==> config.mk <==
export PLATFORM = sky130hd
export DESIGN_NAME = accum_12bits
export DESIGN_NICKNAME = d
export VERILOG_FILES = /design/src/rtl/accum_pkg.sv /design/src/rtl/accum_12bits_adder.sv /design/src/rtl/accum_12bits.sv
export SDC_FILE = /design/constraint.sdc
export NUM_CORES = 1
export LEC_CHECK = 0
export CAP_MARGIN = 20
export CORE_MARGIN = 2
export CORE_UTILIZATION = 48
export DETAILED_ROUTE_END_ITERATION = 7
export GPL_ROUTABILITY_DRIVEN = 0
export PLACE_DENSITY_LB_ADDON = 0.12
export SETUP_SLACK_MARGIN = 0.5
export SLEW_MARGIN = 20
export SYNTH_ARGS = -nofsm -noshare
export SYNTH_HDL_FRONTEND = slang
export SYNTH_HIERARCHICAL = 1
export SYNTH_SLANG_ARGS = --single-unit
==> constraint.sdc <==
create_clock -name clk -period 8.44 [get_ports clk]
set_clock_uncertainty 0.15 [all_clocks]
set_input_delay 1.688 -clock clk [delete_from_list [all_inputs] [get_ports clk]]
set_output_delay 1.688 -clock clk [all_outputs]
set_load 0.05 [all_outputs]
==> src/rtl/accum_pkg.sv <==
// Shared types and widths for the 12-bit block accumulator.
package accum_pkg;

  localparam int unsigned ACC_W = 12;
  localparam int unsigned CNT_W = 8;
  localparam logic [ACC_W-1:0] SAT_VAL = 12'hFFF;

  typedef enum logic [1:0] {
    IDLE = 2'd0,
    ACC  = 2'd1,
    DONE = 2'd2
  } state_t;

  // Block result as presented on the output side.
  typedef struct packed {
    logic             ovf;
    logic [ACC_W-1:0] sum;
  } result_t;

endpackage

==> src/rtl/accum_12bits_adder.sv <==
// Adder_12bits: 12-bit ripple-carry adder, s = a + b + cin with carry-out co.
module Adder_12bits (
  input  logic [11:0] a,
  input  logic [11:0] b,
  input  logic        cin,
  output logic [11:0] s,
  output logic        co
);

  logic [12:0] c;

  assign c[0] = cin;

  // One full-adder cell per bit, carry rippling upward.
  for (genvar i = 0; i < 12; i++) begin : g_fa
    assign s[i]   = a[i] ^ b[i] ^ c[i];
    assign c[i+1] = (a[i] & b[i]) | (c[i] & (a[i] ^ b[i]));
  end

  assign co = c[12];

endmodule

==> src/rtl/accum_12bits.sv <==
// Block accumulator: sums N_SAMPLES handshaked samples through Adder_12bits.
// Optional build macro ACCUM_SAT_EN clamps acc to 12'hFFF on carry-out.
module accum_12bits
  import accum_pkg::*;
#(
  parameter int unsigned N_SAMPLES = 4
) (
  input  logic        clk,
  input  logic        rst,
  input  logic        in_valid,
  output logic        in_ready,
  input  logic [11:0] in_data,
  input  logic        in_cin,
  output logic        out_valid,
  input  logic        out_ready,
  output logic [11:0] out_sum,
  output logic        out_ovf,
  output logic        busy
);

  if ((N_SAMPLES < 1) || (N_SAMPLES > 255)) begin : g_bad_n
    $error("accum_12bits: N_SAMPLES must be in 1..255");
  end

  localparam logic [CNT_W-1:0] N_CNT = CNT_W'(N_SAMPLES);

  state_t           state_q, state_d;
  logic [ACC_W-1:0] acc_q, acc_d;
  logic [CNT_W-1:0] cnt_q, cnt_d;
  logic             ovf_q, ovf_d;

  logic [ACC_W-1:0] add_a;
  logic [ACC_W-1:0] add_s;
  logic             add_co;
  logic [ACC_W-1:0] acc_new;
  logic [CNT_W-1:0] cnt_inc;
  result_t          res;

  // Operand A is forced to zero while no block is open.
  assign add_a = (state_q == IDLE) ? '0 : acc_q;

  Adder_12bits u_adder (
    .a   (add_a),
    .b   (in_data),
    .cin (in_cin),
    .s   (add_s),
    .co  (add_co)
  );

`ifdef ACCUM_SAT_EN
  assign acc_new = add_co ? SAT_VAL : add_s;
`else
  assign acc_new = add_s;
`endif

  assign cnt_inc = cnt_q + CNT_W'(1);

  // Next-state and datapath update.
  always_comb begin
    state_d = state_q;
    acc_d   = acc_q;
    cnt_d   = cnt_q;
    ovf_d   = ovf_q;
    unique case (state_q)
      IDLE: begin
        if (in_valid) begin
          acc_d   = acc_new;
          ovf_d   = add_co;
          cnt_d   = CNT_W'(1);
          state_d = (N_CNT == CNT_W'(1)) ? DONE : ACC;
        end
      end
      ACC: begin
        if (in_valid) begin
          acc_d = acc_new;
          ovf_d = ovf_q | add_co;
          cnt_d = cnt_inc;
          if (cnt_inc == N_CNT) begin
            state_d = DONE;
          end
        end
      end
      DONE: begin
        if (out_ready) begin
          acc_d   = '0;
          ovf_d   = 1'b0;
          cnt_d   = '0;
          state_d = IDLE;
        end
      end
      default: begin
        acc_d   = '0;
        ovf_d   = 1'b0;
        cnt_d   = '0;
        state_d = IDLE;
      end
    endcase
  end

  // State, datapath and state-decoded handshake flags.
  always_ff @(posedge clk) begin
    if (rst) begin
      state_q   <= IDLE;
      acc_q     <= '0;
      cnt_q     <= '0;
      ovf_q     <= 1'b0;
      in_ready  <= 1'b1;
      out_valid <= 1'b0;
      busy      <= 1'b0;
    end else begin
      state_q   <= state_d;
      acc_q     <= acc_d;
      cnt_q     <= cnt_d;
      ovf_q     <= ovf_d;
      in_ready  <= (state_d != DONE);
      out_valid <= (state_d == DONE);
      busy      <= (state_d != IDLE);
    end
  end

  assign res     = '{ovf: ovf_q, sum: acc_q};
  assign out_sum = res.sum;
  assign out_ovf = res.ovf;

endmodule
# After elaboration in Yosys (flattened, before gate mapping)
# Index checks and enable logic that the tools add are counted.
# W data, S select, Z words.
totals:
  register_bits: 26
  latchBits: 0
  ram_bits: 0
  romBits: 0
  inputBits: 17
  out_inout_bits: 16
  mem_count: 0
op_classes:
  n_addsub: 1
  multipliers: 0
  div_mod_pow: 0
  magnitude_cmp: 0
  eq_ne: 9
  shifts: 0
  mux: 17
  bitwise: 61
  n_reduce_logical: 5
op_table:
  columns: ["cell", "count"]
  rows:
  - ["$mux W12", 3]
  - ["$and A1 B1 Y1", 24]
  - ["$mux W8", 3]
  - ["$pmux W12 S2", 1]
  - ["$pmux W8 S3", 1]
  - ["$xor A1 B1 Y1", 24]
  - ["$or A1 B1 Y1", 13]
  - ["$add A8 B1 Y8 const B", 1]
  - ["$eq A8 B3 Y1 const B", 1]
  - ["$mux W2", 4]
  - ["$ne A2 B2 Y1 const B", 4]
  - ["$pmux W2 S3", 1]
  - ["$eq A2 B2 Y1 const B", 2]
  - ["$mux W1", 3]
  - ["$pmux W1 S3", 1]
  - ["$reduce_and A3 Y1", 1]
  - ["$eq A2 B1 Y1 const B", 1]
  - ["$logic_not A2 Y1", 1]
  - ["$ne A2 B1 Y1 const B", 1]
  - ["$reduce_and A2 Y1", 1]
  - ["$reduce_bool A2 Y1", 1]
  - ["$reduce_or A2 Y1", 1]

# Depth between registers and ports, before layout
# Gate-level depths: netlist of the first run.
logic_depth:
  depth_word: 30
  ltp_mapped: 21
  ltp_nobuf: 20

# By module
# The synthesis of the first run kept the hierarchy.
modules_own_cells:
  columns: ["module", "instances", "cells_each", "area_each_um2", "seq_area_each_um2"]
  rows:
  - ["accum_12bits", 1, 146, 1292.5, 520.5]
  - ["Adder_12bits", 1, 22, 277.8, 0.0]

# Worst setup path before layout of the first run
# Ideal clock, no wire load.
synth_path:
  path_type: "input port to flip-flop"
  from: "input port in_data[0]"
  to: "register acc_q[11] (netlist: out_sum[11])"
  setup_time_ns: 0.073
  arrival_ns: 6.403
  required_time_ns: 8.217
  setup_slack_ns: 1.814
  path_stages: 18
  n_path_buf: 0
  path_cell_list: "fa_1 > inv_1 > fa_1 > inv_1 > fa_1 > fa_1 > fa_1 > fa_1 > fa_1 > fa_1 > fa_1 > fa_1 > fa_1 > inv_1 > fa_1 > inv_1 > nand3b_1 > a21oi_1"
synth_between:
  elab_chain_cells: 26
synth_rtl:
  columns: ["element", "line", "source"]
  rows:
  - ["start: declaration", "accum_12bits.sv:12", "input logic [11:0] in_data,"]
  - ["$xor A1 B1 Y1", "accum_12bits_adder.sv:17", "assign c[i+1] = (a[i] & b[i]) | (c[i] & (a[i] ^ b[i]));"]
  - ["$and A1 B1 Y1", "accum_12bits_adder.sv:17", null]
  - ["$or A1 B1 Y1 *", "accum_12bits_adder.sv:17", null]
  - ["$and A1 B1 Y1 *", "accum_12bits_adder.sv:17", null]
  - ["$or A1 B1 Y1 *", "accum_12bits_adder.sv:17", null]
  - ["$and A1 B1 Y1 *", "accum_12bits_adder.sv:17", null]
  - ["$or A1 B1 Y1 *", "accum_12bits_adder.sv:17", null]
  - ["$and A1 B1 Y1 *", "accum_12bits_adder.sv:17", null]
  - ["[... 11 more ...]", null, null]
  - ["$and A1 B1 Y1 *", "accum_12bits_adder.sv:17", null]
  - ["$or A1 B1 Y1 *", "accum_12bits_adder.sv:17", null]
  - ["$and A1 B1 Y1 *", "accum_12bits_adder.sv:17", null]
  - ["$or A1 B1 Y1 *", "accum_12bits_adder.sv:17", null]
  - ["$xor A1 B1 Y1 *", "accum_12bits_adder.sv:16", "assign s[i] = a[i] ^ b[i] ^ c[i];"]
  - ["net acc_new[11]", "accum_12bits.sv:35", "logic [ACC_W-1:0] acc_new;"]
  - ["$mux W12 *", "accum_12bits.sv:66, accum_12bits.sv:74", null]
  - ["$pmux W12 S2 *", "accum_12bits.sv:64", "unique case (state_q)"]
  - ["end signal: assignment", "accum_12bits.sv:104", "acc_q <= '0;"]
  - ["end signal: assignment", "accum_12bits.sv:112", "acc_q <= acc_d;"]
  - ["end: declaration", "accum_12bits.sv:28", "logic [ACC_W-1:0] acc_q, acc_d;"]
# The timed path passes the listed nets; every way through them passes the cells marked *. The select of a mux whose other input is x is not followed.
# A chain may end at the register's enable or synchronous reset.

# Worst setup path in the final report of the first run
# Same ends and word-level chain as after synthesis.

==> results of run 1 <==
## report_power, final
group          internal (mW)  switching (mW)
logic                 0.0283          0.0411
clock network         0.0481          0.0403
registers              0.129         0.00557
## flip-flops by register name, indices dropped and copies added (netlist names)
| name | cells |
|---|---|
| out_ovf | 1 |
| state_q | 2 |
| cnt_q | 8 |
| out_sum | 12 |
| out_valid | 1 |
| in_ready | 1 |
| busy | 1 |
## Yosys cell counts (all sizes together), types with 2 or more instances
library cell  number
nand2             14
nor4               2
a22oi              2
nand4              2
fa                12
o21ai              7
clkbuf             6
nand3b            13
nor3               2
dfxtp             26
nand4b             2
nor2b             15
a21oi             22
nor2               9
buf                7
a31oi              2
inv               10
## worst paths after layout
path / start / to / slack, ps / cells past startpoint
setup / recovery: in_data[0] / out_sum[11] / 1430 / 19
setup reg to reg: state_q[1] / out_sum[11] / 2260 / 20
hold reg to reg: out_sum[8] / out_sum[8] / 330 / 2
hold / removal: out_sum[8] / out_sum[8] / 330 / 2
## layer usage
layer / part of all wire (%) / GRT usage [%] / wire (um) / vias up
li1: - / - / - / 616
met1: 48 / 25.5 / 1510 / 578
met2: 48 / 31.3 / 1520 / 23
met3: 2.9 / 3.15 / 93 / 4
met4: 1.1 / 6.52 / 34 / 0
met5: 0 / 0 / 0 / -
## logic make-up (layout without fill, tap and decap cells)
family / count (synthesis) / in the layout
simple gates: 69 / 69
compound gates: 37 / 37
flops: 26 / 26
buf+inv: 23 / 47
fa+ha+maj: 13 / 13
## cell type report
type | instances | area, um^2
flip-flops and latches | 26 | 520
clock inverters | 1 | 30.0
well taps | 44 | 55.1
multi-input cells | 119 | 937
fillers | 291 | 1150
inverters | 10 | 37.5
clock buffers | 3 | 22.5
repair buffers | 33 | 323
## metrics by stage
| stage | area (um^2) | cells | hold slack, ps | setup WS, ps | util (%) |
|---|---|---|---|---|---|
| 6_report | 1930 | 236 | 326 | 1430 | 62.6 |
| 5_1_grt | 1930 | 236 | 348 | 1290 | 62.6 |
| 4_1_cts | 1930 | 236 | 329 | 1460 | 62.7 |
| 3_5_place_dp | 1880 | 232 | 307 | 1090 | 61.0 |
| 3_3_place_gp | 1880 | 232 | 304 | 1240 | 61.0 |
| 2_1_floorplan | 1570 | 168 | 308 | 1810 | - |
## worst register-to-register path, cell delays in order, from the launching register on
cell,delay (ps)
sky130_fd_sc_hd__dfxtp_1,580
sky130_fd_sc_hd__nor2_1,260
sky130_fd_sc_hd__nor2b_1,100
sky130_fd_sc_hd__fa_1,420
sky130_fd_sc_hd__inv_1,90
sky130_fd_sc_hd__fa_1,170
sky130_fd_sc_hd__inv_1,50
sky130_fd_sc_hd__fa_1,390
sky130_fd_sc_hd__fa_1,390
sky130_fd_sc_hd__fa_1,390
sky130_fd_sc_hd__fa_1,400
sky130_fd_sc_hd__fa_1,400
sky130_fd_sc_hd__fa_1,400
sky130_fd_sc_hd__fa_1,400
sky130_fd_sc_hd__fa_1,390
sky130_fd_sc_hd__fa_1,360
sky130_fd_sc_hd__inv_1,70
sky130_fd_sc_hd__fa_1,400
sky130_fd_sc_hd__inv_1,60
sky130_fd_sc_hd__nand3b_1,70
sky130_fd_sc_hd__a21oi_1,170
==> flow_metrics.env, run 1 <==
export IMPL_period_share_pct=83.0
export IMPL_cp_start_kind="input port"
export IMPL_drt_iter0_markers=59
export IMPL_synth_area_per_cell_um2=9.35
export IMPL_cts_sinks=26
export IMPL_cts_tree="yes"
export IMPL_clock_fmax_mhz=143
export IMPL_synth_fp_nets=198
export IMPL_finalWorstPathRequiredPeriod_ps=7010
export IMPL_power_density_nw_per_um2=152
export IMPL_antenna_violations_before_repair=0
export IMPL_ys_flop_type="sky130_fd_sc_hd__dfxtp_1"
export IMPL_worst_endpoint_required_ps=8570
export IMPL_largest_family_of_logic_cells_by_synthesized_area="simple AND/OR/NAND/NOR gates"
export IMPL_placeableCoreArea_um2=3080
export IMPL_critical_path_class="in -> reg"
export IMPL_max_clock_path_buffers=2
export IMPL_ff_latch_count_synth=26
export IMPL_hold_viol=0
export IMPL_io_pins=33
export IMPL_timing_critical_path_to_type="flip-flop"
export IMPL_worst_path_buf_inv=5
export IMPL_synthTopCellsByArea="sky130_fd_sc_hd__dfxtp_1, sky130_fd_sc_hd__fa_1, sky130_fd_sc_hd__nand3b_1"
export IMPL_numCtsBuffers=3
export IMPL_layout_nets=223
export IMPL_area_growth_pct=22.6
export IMPL_ys_async_sr_fraction_pct=0
export IMPL_holdBufCountCts=0
export IMPL_leakagePower_nw=0.695
export IMPL_cp_cell_sequence="clkdlybuf4s50_1 > fa_1 > inv_1 > fa_1 > inv_1 > fa_1 > fa_1 > fa_1 > fa_1 > fa_1 > fa_1 > fa_1 > fa_1 > fa_1 > inv_1 > fa_1 > inv_1 > nand3b_1 > a21oi_1"
export IMPL_grt_use_total_pct=19.1
export IMPL_netlist_cell_type_count=38
export IMPL_critical_path_most_common_cell="sky130_fd_sc_hd__fa_1"
export IMPL_worstMarginPinSlew_ps=790
export IMPL_synth_top_area_cell="sky130_fd_sc_hd__dfxtp_1"
export IMPL_synth_mux_area_fraction_pct=0
export IMPL_status="finished clean"
export IMPL_yosysSeqAreaShare_pct=33.1
export IMPL_drt_pass1_iterations=4
export IMPL_relative_max_transition_margin_pct=47.2
export IMPL_insertedDiodeCount=0
export IMPL_synth_simple_gate_area_share_pct=27.3
export IMPL_starting_density_of_the_core_pct=51.0
export IMPL_synth_adder_area_share_pct=16.1
export IMPL_drv_slew=0
export IMPL_number_of_enable_flip_flop_cells_after_synthesis=0
export IMPL_crit_path_max_fanout=1
export IMPL_die_area_um2=3740
export IMPL_postSynthCellCount=168
export IMPL_post_cts_sizing=0
export IMPL_cp_top_family="adder cells"
export IMPL_synth_warnings=6
export IMPL_cp_slowest_stage_delay_ps=430
export IMPL_floorplan_rows=20
export IMPL_synth_largest_type_area_fraction_pct=33.1
export IMPL_unrepaired_setup_endpoints_after_global_routing="false"
export IMPL_mostFrequentLayoutCells="sky130_fd_sc_hd__clkdlybuf4s50_1, sky130_fd_sc_hd__dfxtp_1, sky130_fd_sc_hd__nor2b_1"
export IMPL_wirelength_um=3160
export IMPL_chipHeight_um=61.2
export IMPL_grt_remaining_overflow=0
export IMPL_dp_final_hpwl_um=2170
export IMPL_avgRoutedWirePerCell_um=13.4
export IMPL_drt_drc_violations_left=0
export IMPL_chipWidth_um=61.2
export IMPL_insertion_delay_ps=330
export IMPL_postRouteAntennaNets=0
export IMPL_ctsHtreeMaxLevel=1
export IMPL_layout_cells_most_common="sky130_fd_sc_hd__clkdlybuf4s50_1"
export IMPL_synthesized_area_fraction_occupied_by_xor_and_xnor_cells_pct=0
export IMPL_drive_gt1_share_pct=15.1
export IMPL_syn_area_um2=1570
export IMPL_vdd_ir_max_mv=0.0851
export IMPL_timing_hold_worst_class="reg -> reg"
export IMPL_critPathArrivalTime_ps=7130
export IMPL_detail_route_vias_per_cell=5.17
export IMPL_cts_repair_timing_setup_buffer_count=0
export IMPL_clock_tree_root_cell="sky130_fd_sc_hd__clkbuf_4"
export IMPL_timing_final_setup_violations=0
export IMPL_path_clk_slew_ps=150
export IMPL_maxCapViolations=0
export IMPL_grt_first_pass_wirelength_um=5280
export IMPL_power_mw=0.292
export IMPL_largest_net_degree_at_the_start_of_global_routing=27
export IMPL_first_global_vias=1187
export IMPL_buffer_ports_inserted=32
export IMPL_vias=1221
export IMPL_crit_path_top_delay_cell="sky130_fd_sc_hd__clkdlybuf4s50_1"
export IMPL_synth_compound_area_share_pct=16.3
export IMPL_final_tns_setup_ps=0
(Power assumes the default switching activity.)
==> run 2, diff against run 1 <==
--- a/config.mk
+++ b/config.mk
@@ -7,7 +7,7 @@
 export LEC_CHECK = 0
 export CAP_MARGIN = 20
 export CORE_MARGIN = 2
-export CORE_UTILIZATION = 48
+export CORE_UTILIZATION = 46
 export DETAILED_ROUTE_END_ITERATION = 7
 export GPL_ROUTABILITY_DRIVEN = 0
 export PLACE_DENSITY_LB_ADDON = 0.12
==> constraint.sdc (replaced) <==
create_clock -name clk -period 6.2 [get_ports clk]
set_clock_uncertainty 0.15 [all_clocks]
set_input_delay 1.24 -clock clk [delete_from_list [all_inputs] [get_ports clk]]
set_output_delay 1.24 -clock clk [all_outputs]
set_load 0.05 [all_outputs]
==> run 2 against run 1 <==
Effect of this change:
- critical path depth unchanged
- critical endpoint unchanged
- non-clock buffer count up 2
- sequential share of layout area decreased by 0.72 points
- combinational power rose by 41%
- flip-flop and latch count unchanged
==> flow_metrics.env, run 2 (synthesis gave the netlist of run 1 again) <==
export IMPL_largest_register_ff_count=12
export IMPL_maxCapViolations=0
export IMPL_drive_gt1_share_pct=24.7
export IMPL_placeableCoreArea_um2=3310
export IMPL_layout_cells_most_common="sky130_fd_sc_hd__clkdlybuf4s50_1"
export IMPL_period_share_pct=92.5
export IMPL_critical_path_class="in -> reg"
export IMPL_relative_max_transition_margin_pct=44.9
export IMPL_finalWorstPathRequiredPeriod_ps=5730
export IMPL_cp_top_family="adder cells"
export IMPL_place_worst_setup_slack_ps=-342
export IMPL_floorplan_rows=21
export IMPL_cp_start_kind="input port"
export IMPL_cp_cell_sequence="buf_6 > fa_2 > inv_2 > fa_2 > inv_2 > fa_2 > fa_2 > fa_2 > fa_2 > fa_2 > fa_2 > fa_2 > fa_2 > fa_2 > inv_2 > fa_1 > inv_1 > nand3b_1 > a21oi_2"
export IMPL_io_pins=33
export IMPL_avgRoutedWirePerCell_um=13.5
export IMPL_postRouteAntennaNets=0
export IMPL_critPathArrivalTime_ps=5850
export IMPL_area_growth_pct=26.0
export IMPL_drv_slew=0
export IMPL_finish_instance_area_um2=1980
export IMPL_dp_final_hpwl_um=2210
export IMPL_crit_path_max_fanout=1
export IMPL_worst_endpoint_required_ps=6320
export IMPL_wirelength_um=3240
export IMPL_hold_viol=0
export IMPL_unrepaired_setup_endpoints_after_global_routing="true"
export IMPL_vdd_ir_max_mv=0.141
export IMPL_power_mw=0.398
export IMPL_cts_sinks=26
export IMPL_max_clock_path_buffers=2
export IMPL_timing_final_setup_violations=0
export IMPL_numCtsBuffers=3
export IMPL_chipHeight_um=62.4
export IMPL_status="finished clean"
export IMPL_vias=1221
export IMPL_holdWs_ps=326
export IMPL_chipWidth_um=62.4
export IMPL_leakagePower_nw=0.697
export IMPL_first_global_vias=1202
export IMPL_holdBufCountCts=0
export IMPL_cp_slowest_stage_delay_ps=390
export IMPL_crit_path_top_delay_cell="sky130_fd_sc_hd__fa_1"
export IMPL_clock_tree_root_cell="sky130_fd_sc_hd__clkbuf_4"
export IMPL_antenna_violations_before_repair=0
export IMPL_cts_tree="yes"
export IMPL_ctsHtreeMaxLevel=1
export IMPL_grt_remaining_overflow=0
export IMPL_worstMarginPinSlew_ps=823
export IMPL_drt_pass1_iterations=4
export IMPL_clock_fmax_mhz=174
export IMPL_insertion_delay_ps=320
export IMPL_layout_setup_ws_ps=467
export IMPL_drt_drc_violations_left=0
export IMPL_starting_density_of_the_core_pct=47.4
export IMPL_dpl_cell_area_um2=1920
export IMPL_grt_first_pass_wirelength_um=5760
export IMPL_layout_nets=225
export IMPL_timing_critical_path_to_type="flip-flop"
export IMPL_critical_path_most_common_cell="sky130_fd_sc_hd__fa_2"
export IMPL_timing_hold_worst_class="reg -> reg"
export IMPL_drt_iter0_markers=36
export IMPL_mostFrequentLayoutCells="sky130_fd_sc_hd__clkdlybuf4s50_1, sky130_fd_sc_hd__dfxtp_1, sky130_fd_sc_hd__nor2b_1"
export IMPL_buffer_ports_inserted=32
export IMPL_power_density_nw_per_um2=201
export IMPL_die_area_um2=3900
export IMPL_insertedDiodeCount=0
export IMPL_worst_path_buf_inv=5
export IMPL_path_clk_slew_ps=140
export IMPL_detail_route_vias_per_cell=5.09
export IMPL_largest_net_degree_at_the_start_of_global_routing=27
export IMPL_grt_use_total_pct=18.2
==> run 2: cell count changes in the layout (fill, tap and decap cells not counted), sizes merged <==
cell	change
buf	+3
clkdlybuf4s50	-2
dlymetal6s2s	+1
==> run 2: worst reg2reg max path, cell delays in order, from the launching register on <==
cell	delay, ps
sky130_fd_sc_hd__dfxtp_1	430
sky130_fd_sc_hd__nor2_1	190
sky130_fd_sc_hd__nor2b_1	90
sky130_fd_sc_hd__fa_2	390
sky130_fd_sc_hd__inv_2	60
sky130_fd_sc_hd__fa_2	180
sky130_fd_sc_hd__inv_2	40
sky130_fd_sc_hd__fa_2	340
sky130_fd_sc_hd__fa_2	360
sky130_fd_sc_hd__fa_2	340
sky130_fd_sc_hd__fa_2	340
sky130_fd_sc_hd__fa_2	350
sky130_fd_sc_hd__fa_2	350
sky130_fd_sc_hd__fa_2	350
sky130_fd_sc_hd__fa_2	350
sky130_fd_sc_hd__fa_2	340
sky130_fd_sc_hd__inv_2	60
sky130_fd_sc_hd__fa_1	390
sky130_fd_sc_hd__inv_1	60
sky130_fd_sc_hd__nand3b_1	90
sky130_fd_sc_hd__a21oi_2	170
==> run 2: final cells by class <==
cell class / instances / area (um^2)
well taps: 46 / 57.6
repair buffers: 35 / 342
clock inverters: 1 / 30.0
fillers: 313 / 1330
flip-flops and latches: 26 / 520
clock buffers: 3 / 22.5
multi-input cells: 119 / 968
inverters: 10 / 37.5
==> run 2: power breakdown <==
part           total, mW  internal (mW)  switching (mW)
logic             0.0981         0.0405          0.0575
clock network      0.117         0.0653          0.0521
registers          0.183          0.175         0.00724
==> run 2: per-stage QoR <==
step / cells / util [%] / setup TNS [ps]
finish: 240 / 59.8 / 0
global route: 240 / 59.8 / 0
CTS: 240 / 59.6 / 0
detailed placement: 236 / 57.9 / -442
global placement: 236 / 57.9 / -218
floorplan: 168 / - / 0
==> run 2: routing by layer <==
layer  share of wire [%]  wire length (um)  GRT usage, %
met3                 3.5               114          3.42
met2                  48              1540          29.2
met4                0.59                19          5.00
met1                  48              1570          25.3
met5                   0                 0             0
==> run 2: repair_timing <==
item,in CTS,in global routing
endpoints found under the setup margin,3,3
cloned,0,0
buffers inserted,0,0
pin swaps,13,12
hold endpoints to repair,0,0
resized for setup,15,3
==> run 2: worst paths after layout <==
path	start	to	slack, ps	cells past startpoint
worst max-delay path	in_cin	out_sum[11]	470	19
worst min-delay path	out_sum[2]	out_sum[2]	330	2
worst max register to register	state_q[0]	out_sum[11]	730	20
worst min register to register	out_sum[2]	out_sum[2]	330	2
